`src/rtl/cp0_exc_unit.sv`:
```
// cp0_exc_unit
// Coprocessor-0 at the end of the M stage. Holds SR, Cause, EPC and PRId,
// serves mfc0 reads / mtc0 writes, decides whether the M-stage instruction
// is taken as an exception or interrupt victim, and clears EXL on eret.
//
// Ports:
//   clk, reset          rising-edge clock, synchronous active-high reset
//   A1                  mfc0 read register number (DOut is combinational)
//   A2, DIn, WE         mtc0 write register number, data, enable
//   VPC, BD             victim PC and branch-delay-slot flag
//   Err, ExcCodeIn      synchronous exception flag and code from M stage
//   HWInt               six hardware interrupt lines
//   EXLClr              eret in M stage
//   IntReq              take exception/interrupt this cycle
//   EPC                 current EPC register (eret target)
//   HandlerPC           exception entry address
//   DOut                mfc0 read data
module cp0_exc_unit #(
   parameter logic [31:0] PRID       = 32'h2020_0007,
   parameter logic [31:0] HANDLER_PC = 32'h0000_4180
) (
   input  logic        clk,
   input  logic        reset,
   input  logic [4:0]  A1,
   input  logic [4:0]  A2,
   input  logic [31:0] DIn,
   input  logic        WE,
   input  logic [31:0] VPC,
   input  logic        BD,
   input  logic        Err,
   input  logic [4:0]  ExcCodeIn,
   input  logic [5:0]  HWInt,
   input  logic        EXLClr,
   output logic        IntReq,
   output logic [31:0] EPC,
   output logic [31:0] HandlerPC,
   output logic [31:0] DOut
);

   localparam logic [4:0] REG_SR    = 5'd12;
   localparam logic [4:0] REG_CAUSE = 5'd13;
   localparam logic [4:0] REG_EPC   = 5'd14;
   localparam logic [4:0] REG_PRID  = 5'd15;

   // SR fields
   logic [5:0]  im;
   logic        exl;
   logic        ie;
   // Cause fields
   logic        bd_q;
   logic [5:0]  ip;
   logic [4:0]  exc_code;
   // EPC
   logic [31:0] epc_q;

   logic        int_pend;
   logic        exc_pend;
   logic [31:0] sr_word;
   logic [31:0] cause_word;

   // EXL masks both sources, so a handler can never be re-entered.
   assign int_pend = (|(HWInt & im)) & ie & ~exl;
   assign exc_pend = Err & ~exl;
   assign IntReq   = int_pend | exc_pend;

   assign EPC       = epc_q;
   assign HandlerPC = HANDLER_PC;

   assign sr_word    = {16'h0000, im, 8'h00, exl, ie};
   assign cause_word = {bd_q, 15'h0000, ip, 3'b000, exc_code, 2'b00};

   always_ff @(posedge clk) begin
      if (reset) begin
         im       <= '0;
         exl      <= 1'b0;
         ie       <= 1'b0;
         bd_q     <= 1'b0;
         ip       <= '0;
         exc_code <= '0;
         epc_q    <= '0;
      end else begin
         ip <= HWInt;
         if (IntReq) begin
            // Any mtc0 this cycle is the victim or is being flushed: drop it.
            exl      <= 1'b1;
            exc_code <= int_pend ? 5'd0 : ExcCodeIn;
            bd_q     <= BD;
            epc_q    <= BD ? (VPC - 32'd4) : VPC;
         end else begin
            if (WE && (A2 == REG_SR)) begin
               im  <= DIn[15:10];
               exl <= DIn[1];
               ie  <= DIn[0];
            end
            if (WE && (A2 == REG_EPC)) begin
               epc_q <= DIn;
            end
            // Placed after the SR write so eret wins for EXL only.
            if (EXLClr) begin
               exl <= 1'b0;
            end
         end
      end
   end

   always_comb begin
      DOut = '0;
      case (A1)
         REG_SR:    DOut = sr_word;
         REG_CAUSE: DOut = cause_word;
         REG_EPC:   DOut = epc_q;
         REG_PRID:  DOut = PRID;
         default:   DOut = '0;
      endcase
   end

endmodule

```
`config.mk`:
```
export PLATFORM = sky130hd
export DESIGN_NAME = cp0_exc_unit
export DESIGN_NICKNAME = d
export VERILOG_FILES = /design/src/rtl/cp0_exc_unit.sv
export SDC_FILE = /design/constraint.sdc
export NUM_CORES = 1
export LEC_CHECK = 0
export CAP_MARGIN = 0
export CORE_MARGIN = 2
export CORE_UTILIZATION = 40
export DETAILED_ROUTE_END_ITERATION = 12
export MAX_ROUTING_LAYER = met4
export PLACE_DENSITY = 0.9
export SLEW_MARGIN = 20
export SYNTH_ARGS = -nofsm -noshare
export SYNTH_HDL_FRONTEND = slang
export SYNTH_SLANG_ARGS = --single-unit
```
`constraint.sdc`:
```
create_clock -name clk -period 3.7 [get_ports clk]
set_clock_uncertainty 0.15 [all_clocks]
set_input_delay 0.74 -clock clk [delete_from_list [all_inputs] [get_ports clk]]
set_output_delay 0.74 -clock clk [all_outputs]
set_load 0.05 [all_outputs]
```
==> impl_metrics.tcl <==
set metrics [dict create \
    place_congestion 0.940 \
    clock_tree.root_cell "clkbuf_8" \
    num_io_pins 188 \
    leakagePower_nw 1.92 \
    cts.repair_timing.setup_buffer_count 0 \
    antenna-diode-count 0 \
    gr-total-overflow 0 \
    detailed_placer_s_ending_hpwl_microns 9710 \
    unrepaired_setup_endpoints_after_global_routing "false" \
    synthToLayoutAreaGrowth_pct 55.9 \
    timing.hold.ws_ns 0.332 \
    critical-path-top-delay-family "buffers and inverters" \
    final-hold-violation-count 0 \
    layout-drive-gt1-share_pct 12.8 \
    synthesis.instances 450 \
    post_synth_edffs 0 \
    netlist-cell-type-count 46 \
    timing.critical_path.cells "clkdlybuf4s50_1 -> nor2b_1 -> nor2b_1 -> buf_4 -> and2_1 -> buf_12" \
    fillerInstances 715 \
    synth_async_sr_flop_share_pct 0 \
    worst-endpoint-arrival_ns 2.35 \
    mostFrequentLayoutCells "clkdlybuf4s50_1 (121), dfxtp_1 (52), nor2_1 (37)" \
    clock_path_buffers 2 \
    run_status "complete, no violations" \
    die_outline_area_sq_mm 0.00981 \
    drt_wl_total_microns 12600 \
    first_iter_violations 235 \
    finalMaxSlewViolations 0 \
    critPathKind "in -> out" \
    vias_per_cell 5.89 \
    synth.largest_area_cell "dfxtp_1" \
    final_min_period_over_clock_period_pct 87.7 \
    tritoncts_num_sinks 52 \
    path_buf_inv 3 \
    synthesis.area_per_instance_sq_um 8.03 \
    areal_power_density_over_the_cells_mw_per_mm2 289 \
    grt_pass1_wl_microns 19900 \
    port-buffer-count 155 \
    tightestPinTransition_ns 0.945 \
    grt_max_degree 53 \
    synth_sequential_area_ratio_pct 28.8 \
    drt_pass1_iterations 4 \
    insertion_delay_ns 0.30 \
    vdd_drop_max_v 0.000243 \
    cell_type_with_the_highest_occurrence_count_on_the_critical_path "nor2b_1" \
    antenna_found_initial 0 \
    max_clock_freq_mhz 308 \
    timing.critical_path.from_type "input port" \
    rows 34 \
    setup_violating_endpoint_count_in_the_final_report 0 \
    die_width_microns 99.0 \
    nets 684 \
    netlist.area_leader.share_pct 28.8 \
    fp.coreArea_sq_mm 0.00872 \
    grt_pass1_vias 3971 \
    post_cts.resized_instances 0 \
    ys_dominant_reg_cell "dfxtp_1" \
    post-route-min-period_ns 3.24 \
    floorplan.initialDensity_pct 41.4 \
    critical_path_required_ns 2.81 \
    tritoncts "built" \
    detail_route.drc_violations 0 \
    gr-usage-all-layers_pct 25.4 \
    yosys_warnings 0 \
    slew_headroom_pct 37.0 \
    cts.htree.levels 2 \
    holdCritPathClass "reg -> reg" \
    crit_slowest_cell "clkdlybuf4s50_1" \
    synth.cell_area_sq_mm 0.00361 \
    die_height_microns 99.0 \
    ys_seq_elements 52 \
    synth.area.top_cells "dfxtp_1 (29%), buf_4 (6.7%), mux2i_1 (5.0%), a211oi_1 (5.0%), or4_1 (4.4%)" \
    clk_transition_reported_paths_ns 0.09 \
    drt_wl_cell_microns 18.0 \
    mostFrequentLayoutCell "clkdlybuf4s50_1" \
    antenna_violating_nets_left 0 \
    setup_tns_ns 0 \
    maxCapViolCount 0 \
    numCtsBuffers 5 \
    cts_hold_buf 0 \
    end_kind "output port" \
    critPathMaxStageDelay_ns 0.64 \
    routed-via-count 4122 \
    worst-path-max-fanout 16 \
]
-- logic make-up (layout without fill, tap and decap cells) --
group                    after synthesis  after routing  share of synthesized area (%)
other                                  2             32                          0.208
adder cells (fa/ha/maj)                1              1                          0.346
AO/OA/AOI/OAI                        145            145                           29.3
flip-flops                            52             52                           28.8
multiplexers                          18             18                           4.99
XOR/XNOR                               5              5                           1.21
buffers and inverters                 77            189                           11.5
AND/OR/NAND/NOR                      150            150                           23.6
-- state kept, by name, indices dropped and copies added (netlist names) --
name,flops
im,6
exc_code,5
bd_q,1
ie,1
EPC,32
exl,1
ip,6
-- where the power goes --
group / total [W] / internal, W / switching (W)
sequential: 0.000625 / 0.000596 / 0.0000294
clock: 0.000454 / 0.000266 / 0.000188
combinational: 0.000550 / 0.000216 / 0.000334
-- worst paths after layout --
kind	from	end	slack, ns	cells past startpoint
max	A1[1]	DOut[23]	0.46	6
min	bd_q	bd_q	0.33	2
max reg2reg	im[0]	im[1]	1.59	6
min reg2reg	bd_q	bd_q	0.33	2
-- per-stage QoR --
step	setup slack [ns]	instances	util [%]	cell area [sq um]	power, W
floorplan	0.652	480	-	3720	0.000976
global placement	0.331	693	63.1	5500	0.00117
detailed placement	0.249	693	63.1	5500	0.00118
CTS	0.418	700	64.6	5630	0.00163
global route	0.364	700	64.6	5630	0.00169
finish	0.456	700	64.6	5630	0.00163
-- routing by layer --
metal / wire (microns) / share of wire [%] / track usage (%) / vias up
li1: - / - / - / 1941
met1: 5120 / 41 / 32.1 / 1978
met2: 6350 / 50 / 42.9 / 191
met3: 1000 / 7.9 / 4.04 / 12
met4: 112 / 0.89 / 5.37 / 0
met5: 0 / 0 / - / -
-- synth_stat cells, types with 2 or more instances --
master     count
nor4_1         8
nor2b_1       10
and2_1        16
a22o_1         3
mux2i_1       18
a211oi_1      24
a32oi_1        5
dfxtp_1       52
buf_1          2
or4b_1         2
inv_1          4
o31a_1        16
o41ai_1        4
or2_2          2
or3_1          8
xnor2_1        4
a31oi_1        7
nand4bb_1      2
buf_4         32
o31ai_1       20
o21ai_0       14
a22oi_1        5
o21ba_2        2
nand2b_1       3
nand2_1        9
nor3_1        10
a31o_2         8
a21oi_1       23
buf_2          5
a311oi_1      11
conb_1         2
nand3_1        9
nor2_1        37
clkbuf_1      32
or4_1         21
clkinv_1       2
nand3b_1       2
nand4_1        8
-- tightest hold or removal path, cell delays in order, from the launching register on --
cell	delay [ns]
dfxtp_1	0.33
nand2_1	0.06
a21oi_1	0.05
-- final cells by class --
type | count | area (sq um) | area share [%]
clock buffer | 5 | 68.8 | 1.22
clock inverter | 2 | 60.1 | 1.07
timing repair buffer | 176 | 2020 | 35.9
inverter | 6 | 22.5 | 0.400
tap | 108 | 135 | 2.40
multi-input combinational | 351 | 2280 | 40.5
sequential | 52 | 1040 | 18.5
No activity file was read; power rests on OpenSTA's default activity.
